<file path="src/rtl/fpu_result_queue16_if.sv">
// Handshake bundle between the FPU add/sub result producer, the result queue
// and its consumer. The queue connects through the slave modport.
interface fpu_result_queue16_if #(parameter int DEPTH = 4);
  logic                       in_valid;
  logic                       in_ready;
  logic [15:0]                in_result;
  logic [3:0]                 in_cc;
  logic                       out_valid;
  logic                       out_ready;
  logic [15:0]                out_result;
  logic [3:0]                 out_cc;
  logic [$clog2(DEPTH):0]     count;
  logic                       clear_sticky;
  logic [5:0]                 sticky;

  modport master (
    output in_valid, in_result, in_cc, out_ready, clear_sticky,
    input  in_ready, out_valid, out_result, out_cc, count, sticky
  );

  modport slave (
    input  in_valid, in_result, in_cc, out_ready, clear_sticky,
    output in_ready, out_valid, out_result, out_cc, count, sticky
  );
endinterface

</file>
<file path="src/rtl/fpu_result_queue16.sv">
// First-word-fall-through queue for fp16 add/sub results and condition codes.
// Define FPU_RESULT_STICKY_EN to build in the {NAN,INF,Z,C,N,V} sticky flags.
module fpu_result_queue16 #(
  parameter int DEPTH = 4
) (
  input logic                  clock,
  input logic                  reset_L,
  fpu_result_queue16_if.slave  q
);
  localparam int AW = (DEPTH > 1) ? $clog2(DEPTH) : 1;
  localparam int CW = $clog2(DEPTH) + 1;
  localparam logic [CW-1:0] FULL = CW'(DEPTH);

  logic [15:0]   res_mem [DEPTH];
  logic [3:0]    cc_mem  [DEPTH];
  logic [AW-1:0] wr_ptr_q, wr_ptr_d;
  logic [AW-1:0] rd_ptr_q, rd_ptr_d;
  logic [CW-1:0] count_q, count_d;
  logic          push, pop;

  always_comb begin
    push     = q.in_valid && (count_q != FULL);
    pop      = (count_q != '0) && q.out_ready;
    wr_ptr_d = push ? wr_ptr_q + AW'(1) : wr_ptr_q;
    rd_ptr_d = pop  ? rd_ptr_q + AW'(1) : rd_ptr_q;
    count_d  = count_q;
    case ({push, pop})
      2'b10:   count_d = count_q + CW'(1);
      2'b01:   count_d = count_q - CW'(1);
      default: count_d = count_q;
    endcase
  end

  always_ff @(posedge clock) begin
    if (!reset_L) begin
      wr_ptr_q <= '0;
      rd_ptr_q <= '0;
      count_q  <= '0;
    end else begin
      wr_ptr_q <= wr_ptr_d;
      rd_ptr_q <= rd_ptr_d;
      count_q  <= count_d;
    end
  end

  // Storage is deliberately not reset; only the pointers and count define validity.
  always_ff @(posedge clock) begin
    if (reset_L && push) begin
      res_mem[wr_ptr_q] <= q.in_result;
      cc_mem[wr_ptr_q]  <= q.in_cc;
    end
  end

  assign q.in_ready   = (count_q != FULL);
  assign q.out_valid  = (count_q != '0);
  assign q.out_result = (count_q != '0) ? res_mem[rd_ptr_q] : 16'h0000;
  assign q.out_cc     = (count_q != '0) ? cc_mem[rd_ptr_q]  : 4'h0;
  assign q.count      = count_q;

`ifdef FPU_RESULT_STICKY_EN
  logic [5:0] sticky_q, sticky_d;
  logic [5:0] in_flags;
  logic       exp_max, frac_zero;

  always_comb begin
    exp_max   = (q.in_result[14:10] == 5'h1F);
    frac_zero = (q.in_result[9:0] == 10'h000);
    in_flags  = {exp_max && !frac_zero, exp_max && frac_zero, q.in_cc};
    // A push in the same cycle as a clear must survive the clear.
    sticky_d  = (q.clear_sticky ? 6'b0 : sticky_q) | (push ? in_flags : 6'b0);
  end

  always_ff @(posedge clock) begin
    if (!reset_L) sticky_q <= '0;
    else          sticky_q <= sticky_d;
  end

  assign q.sticky = sticky_q;
`else
  logic unused_clear_sticky;
  assign unused_clear_sticky = q.clear_sticky;
  assign q.sticky = 6'b0;
`endif
endmodule

</file>
<file path="src/flat_wrapper.sv">
// flat-port wrapper written by rule: the top's interface ports become plain ports
module fpu_result_queue16_flat 
#(
  parameter int DEPTH = 4
)
  (clock, reset_L, q_in_valid, q_in_result, q_in_cc, q_out_ready, q_clear_sticky, q_in_ready, q_out_valid, q_out_result, q_out_cc, q_count, q_sticky);
  fpu_result_queue16_if #(.DEPTH(DEPTH)) q_i ();
  input logic clock;
  input logic reset_L;
  input wire logic [$bits(q_i.in_valid)-1:0] q_in_valid;
  input wire logic [$bits(q_i.in_result)-1:0] q_in_result;
  input wire logic [$bits(q_i.in_cc)-1:0] q_in_cc;
  input wire logic [$bits(q_i.out_ready)-1:0] q_out_ready;
  input wire logic [$bits(q_i.clear_sticky)-1:0] q_clear_sticky;
  output wire logic [$bits(q_i.in_ready)-1:0] q_in_ready;
  output wire logic [$bits(q_i.out_valid)-1:0] q_out_valid;
  output wire logic [$bits(q_i.out_result)-1:0] q_out_result;
  output wire logic [$bits(q_i.out_cc)-1:0] q_out_cc;
  output wire logic [$bits(q_i.count)-1:0] q_count;
  output wire logic [$bits(q_i.sticky)-1:0] q_sticky;
  assign q_i.in_valid = q_in_valid;
  assign q_i.in_result = q_in_result;
  assign q_i.in_cc = q_in_cc;
  assign q_i.out_ready = q_out_ready;
  assign q_i.clear_sticky = q_clear_sticky;
  assign q_in_ready = q_i.in_ready;
  assign q_out_valid = q_i.out_valid;
  assign q_out_result = q_i.out_result;
  assign q_out_cc = q_i.out_cc;
  assign q_count = q_i.count;
  assign q_sticky = q_i.sticky;
  fpu_result_queue16 #(.DEPTH(DEPTH)) u_core (.clock(clock), .reset_L(reset_L), .q(q_i));
endmodule
</file>
<file path="config.mk">
export PLATFORM = sky130hd
export DESIGN_NAME = fpu_result_queue16_flat
export DESIGN_NICKNAME = d
export VERILOG_FILES = /design/src/rtl/fpu_result_queue16_if.sv /design/src/rtl/fpu_result_queue16.sv /design/src/flat_wrapper.sv
export SDC_FILE = /design/constraint.sdc
export NUM_CORES = 1
export LEC_CHECK = 0
export CAP_MARGIN = 20
export CORE_AREA = 2 2 91 93
export CTS_CLUSTER_DIAMETER = 30
export DETAILED_ROUTE_END_ITERATION = 16
export DIE_AREA = 0 0 93 95
export PLACE_DENSITY = 0.78
export SETUP_SLACK_MARGIN = 0.3
export SLEW_MARGIN = 20
export SYNTH_ARGS = -nofsm -noshare
export SYNTH_HDL_FRONTEND = slang
export SYNTH_SLANG_ARGS = --single-unit
</file>
<file path="constraint.sdc">
create_clock -name clock -period 4.3 [get_ports clock]
set_clock_uncertainty 0.05 [all_clocks]
set_input_delay 1.29 -clock clock [delete_from_list [all_inputs] [get_ports clock]]
set_output_delay 1.29 -clock clock [all_outputs]
set_load 0.02 [all_outputs]
</file>
Yosys cells after proc, flatten, opt, wreduce, memory -nomap -nowiden

Memories as Yosys holds them, arrays and structs flattened. A register that Yosys moved wholly into a read port is not among the register bits.
Index checks and enable logic that the tools add are counted.

Register bits after elaboration: 7
Bits in writable memories: 80
Input port bits: 25
Output and inout port bits: 31
Logic and storage cells: 26
Memories: 2

Memory list:

| memory         | depth | bits a word | rd ports | clocked after memory_dff | wr ports | line                     | source |
|---|---|---|---|---|---|---|---|
| u_core.res_mem | 4     | 16          | 1        | 1                        | 1        | fpu_result_queue16.sv:14 | `logic [15:0] res_mem [DEPTH];` |
| u_core.cc_mem  | 4     | 4           | 1        | 1                        | 1        | fpu_result_queue16.sv:15 | `logic [3:0] cc_mem [DEPTH];` |

Add/subtract/negate cells: 4
Equality and inequality tests: 3
Muxes and demuxes: 9
Reduce and logical (&&, ||, !) cells: 5

Operators with widths:

| operator                                                              | count |
|---|---|
| 16-bit two-way mux                                                    | 1 |
| 2-bit two-way mux                                                     | 4 |
| 3-bit one-hot mux with 2 select lines                                 | 1 |
| 2-bit by 1-bit adder with 2-bit output, second input constant         | 2 |
| 4-bit two-way mux                                                     | 1 |
| 3-bit by 1-bit adder with 3-bit output, second input constant         | 1 |
| 1-bit logical AND                                                     | 3 |
| 3-bit inequality test, second input constant                          | 1 |
| 3-bit nonzero test                                                    | 1 |
| 3-bit by 1-bit subtractor with 3-bit output, second input constant    | 1 |
| 2-bit by 1-bit equality test with 1-bit output, second input constant | 1 |
| 2-bit equality test, second input constant                            | 1 |
| 1-bit two-way mux                                                     | 2 |
| 2-bit nonzero test                                                    | 1 |

Logic depth before layout (Yosys ltp)

Word-level depth: 5
Depth in mapped cells: 9
Mapped depth without buffers: 9

Least setup slack after synthesis

Ideal clock, no wire load.

Path type: input to register
Start: input port q_in_valid
End: register u_core.count_q[2] (netlist: u_core.q.count[2])
Library setup time: 0.076 ns
Data arrival time: 2.699 ns
Required time: 4.174 ns
Slack: 1.475 ns
Stages: 8
Buffers on the path: 0
Path through: a21boi_2 > inv_1 > ha_1 > inv_1 > fa_1 > xor2_1 > or3_1 > a21boi_0

Longest elaborated chain between the ends: 3
Elaborated cells between the ends (all ways): 5
Classes of those cells: 2 x eq/ne; 1 x mux; 2 x reduce/logical

RTL lines:

| what                                                                                  | line                     | source |
|---|---|---|
| from (decl)                                                                           | flat_wrapper.sv:10       | `input wire logic [$bits(q_i.in_valid)-1:0] q_in_valid;` |
| 1-bit logical AND (*)                                                                 | fpu_result_queue16.sv:22 | `push = q.in_valid && (count_q != FULL);` |
| 2-bit by 1-bit equality test with 1-bit output or 2-bit equality test (tied branches) | fpu_result_queue16.sv:27 | `case ({push, pop})` |
| 3-bit one-hot mux with 2 select lines or 2-bit nonzero test (tied branches)           | --                       |  |
| to (signal assigned)                                                                  | fpu_result_queue16.sv:42 | `count_q <= count_d;` |
| to (decl)                                                                             | fpu_result_queue16.sv:18 | `logic [CW-1:0] count_q, count_d;` |

Every way passes the cells marked *; elsewhere a longest branch is shown, timed or not.
A chain may end at the register's enable or synchronous reset.

==> run summary <==
The critical path required time came out at between 2 and 3 ns. Summed over all layers, the global routing overflow is 0. The site row count came out at 33. TritonCTS built the clock tree. The first-pass iteration count of the detailed router came out at 4. In this run the deepest clock path goes through 2 buffers. The number of setup buffers added after CTS is 0. For the worst flop-to-flop path, the logic depth is 9. The clock latency of the later-clocked register in the worst-skew pair is around 0.34 ns. Setup repair after global routing left no endpoint under its margin. The area after detailed placement came out at between 4000 and 5000 um2. The post-detailed-route wirelength per cell came out at about 16 um. The global-route track usage on met2 is about 23%.

The die span in x came out at roughly 93 um. The clock drives approximately 90 sinks. The met3 routing resource usage after global routing came out at about 3.0%.

Of all nets on the critical path, the largest fanout is 11. The vias after detailed routing came out at ~1,800. The number of hold violations in the final report is 0.

Hold repair after CTS inserted 0 buffers. For this design the static power due to leakage is 0.00144 uW. The clock transition at the registers of the reported paths is roughly 0.08 ns.

The number of enable-type register cells in the synthesized netlist came out at 80. At the end of the flow, the number of nets in the layout was approximately 280. The final number of max-transition violations came out at 0. The share of cells above drive strength 1 came out at 19.4%. met2 is the most crowded layer.

The post-cts gate resize count came out at 0. Of the available clock period, the critical path in the final layout requires a little over four fifths. The cell count of the worst hold path is 2. The maximum number of pins on one net before global-route repair came out at 26. The power density over cell area is 589 nW/um2. The cell count after synthesis is 188. The average via count per standard cell came out at about 4.9. The post-route minimum period came out at ~3.6 ns. The final instance area is 4390 um2. The number of design rule violations left after detail routing is 0. The share of flip-flops with an asynchronous set or reset after synthesis came out at 0%. For this run, the top clock speed supported by timing is 0.275 GHz. The worst setup path is launched from a register.

The global-route wire length before repair is approximately 8900 um. The antenna diode count is 0. The peak supply drop is just under 0.5 mV. The routability-driven placement congestion ratio is around 0.65.

The number of clock buffers inserted by TritonCTS is 9. Setup violations remaining at the end of the flow were counted as 0. The area growth from synthesis to final layout came out at 22.3%. The min-delay analysis places its worst path in the category register to register. The number of distinct library cells after synthesis is 27. The H-tree was split into 3 levels. Summing every instance area after synthesis gives around 3600 um2. The worst setup path is captured at an output port.

Max-cap violations in this run came to 0. The clock tree root driver cell is sky130_fd_sc_hd__clkbuf_8. After filler insertion, the fill cell instance count of the layout stands at 630.

The full die area came out at around 8800 um2. The met1 usage in global routing came out at about 18%. Leaving out fill and tap cells, the most frequent cell in the layout is sky130_fd_sc_hd__edfxtp_1.

The worst endpoint data arrival time is about 2.3 ns. The core box area is slightly below 8000 um2. The detailed router's first-iteration violation count came out at about 120.

The post-DP HPWL is around 3600 um. The run finished with clean final reports. The class of the most critical setup path is register to output port. Global routing used between 10% and 20% of the available tracks. The die outline height came out at 95 um.

After detailed routing, the total wire length is around 5700 um. The number of global-route vias before repair is 1,788. The port buffer count is 48. The count of boundary I/O pins is between 50 and 60.

Synthesis inferred ~90 register bits. The initial core utilization came out at 45.3%. The share of synthesized area occupied by flip-flops and latches came out at roughly 72%.

The top cell types in the final layout, fill and taps aside, are sky130_fd_sc_hd__edfxtp_1, sky130_fd_sc_hd__clkdlybuf4s50_1, sky130_fd_sc_hd__mux4_2. The area taken by flip-flops and latches is about 2600 um2. The average size of a mapped cell is around 19 um2. Summing all multi-input logic gate instances after layout gives between 900 and 1000 um2. The number of antenna violations at the first check in global routing came out at 0.

The most used flip-flop cell after synthesis is sky130_fd_sc_hd__edfxtp_1. The accumulated negative setup slack came out at 0 ns. The count of nets left with antenna violations after detail routing is 0. Yosys printed 0 warnings.
[power by group]
group / internal [uW] / leakage (uW) / switching [uW] / total (uW)
clock network: 267 / 0.0000929 / 277 / 544
registers: 1010 / 0.000800 / 43.1 / 1050
logic: 490 / 0.000551 / 500 / 990
total: 1770 / 0.00144 / 820 / 2590
[final cells by class]
cell class | count | area share [%]
clock inverter | 7 | 1.62
clock buffer | 9 | 2.82
multi-input combinational | 84 | 20.9
timing repair buffer | 56 | 12.3
inverter | 7 | 0.598
tap | 105 | 2.99
sequential | 89 | 58.8
[cell usage after synthesis, types with 2 or more instances]
cell type | count | area (um2)
sky130_fd_sc_hd__or3_1 | 2 | 12.5
sky130_fd_sc_hd__and3_1 | 4 | 25.0
sky130_fd_sc_hd__buf_2 | 3 | 15.0
sky130_fd_sc_hd__mux2i_1 | 2 | 20.0
sky130_fd_sc_hd__nand2_1 | 8 | 30.0
sky130_fd_sc_hd__a21boi_0 | 2 | 15.0
sky130_fd_sc_hd__buf_6 | 2 | 22.5
sky130_fd_sc_hd__buf_4 | 6 | 45.0
sky130_fd_sc_hd__dfxtp_1 | 9 | 180
sky130_fd_sc_hd__nor2b_4 | 4 | 55.1
sky130_fd_sc_hd__nor2b_1 | 17 | 106
sky130_fd_sc_hd__o21ai_0 | 5 | 25.0
sky130_fd_sc_hd__and2_1 | 2 | 12.5
sky130_fd_sc_hd__inv_1 | 7 | 26.3
sky130_fd_sc_hd__ha_1 | 5 | 62.6
sky130_fd_sc_hd__edfxtp_1 | 80 | 2400
sky130_fd_sc_hd__mux4_2 | 20 | 450
[metrics by stage]
stage                     utilization (%)  hold WS [ns]  total power (uW)  instances  setup slack [ns]
after floorplan                         -         0.411              1690        193              1.48
after global placement               53.0         0.426              2070        341             0.931
after detailed placement             53.0         0.440              2080        341             0.897
after CTS                            55.4         0.451              2620        357             0.608
after global routing                 55.4         0.496              2720        357             0.521
final                                55.4         0.450              2590        357             0.661
[final timing paths]
| kind | start | end | slack (ns) |
|---|---|---|---|
| max | register | q_out_result[7] | 0.66 |
| min | u_core.rd_ptr_q[0]$_SDFFE_PN0N_ | u_core.rd_ptr_q[0]$_SDFFE_PN0N_ | 0.45 |
| max reg2reg | u_core.q.count[2]$_SDFFE_PN0P_ | u_core.q.count[2]$_SDFFE_PN0P_ | 1.91 |
| min reg2reg | u_core.rd_ptr_q[0]$_SDFFE_PN0N_ | u_core.rd_ptr_q[0]$_SDFFE_PN0N_ | 0.45 |
[layer usage]
metal | routed length [um] | part of all wire (%)
met1 | 2510 | 44
met3 | 238 | 4.2
met5 | 0 | 0
met4 | 137 | 2.4
met2 | 2830 | 50
[logic make-up (layout without fill, tap and decap cells)]
| kind of cell | Yosys count | count (layout) | synth area share (%) |
|---|---|---|---|
| flops | 89 | 89 | 71.9 |
| other cells | 1 | 6 | 0.104 |
| xor+xnor | 2 | 2 | 0.488 |
| simple gates | 40 | 40 | 7.42 |
| fa+ha+maj | 6 | 6 | 2.30 |
| compound gates | 8 | 8 | 1.43 |
| mux | 22 | 22 | 13.1 |
| buf+inv | 20 | 79 | 3.27 |
[worst max-delay path, cell delays in order, from the launching register on]
cell,delay [ns]
sky130_fd_sc_hd__dfxtp_1,0.63
sky130_fd_sc_hd__buf_4,0.31
sky130_fd_sc_hd__mux4_2,0.33
sky130_fd_sc_hd__nor2b_1,0.15
sky130_fd_sc_hd__clkdlybuf4s50_1,0.54
[sequential cells by signal (all words and copies together), names as in the netlist, named ones only]
| register | cells |
|---|---|
| u_core.rd_ptr_q | 2 |
| u_core.wr_ptr_q | 2 |
| u_core.q.count | 3 |
| u_core.res_mem | 64 |
| u_core.cc_mem | 16 |
(Power assumes the default switching activity.)
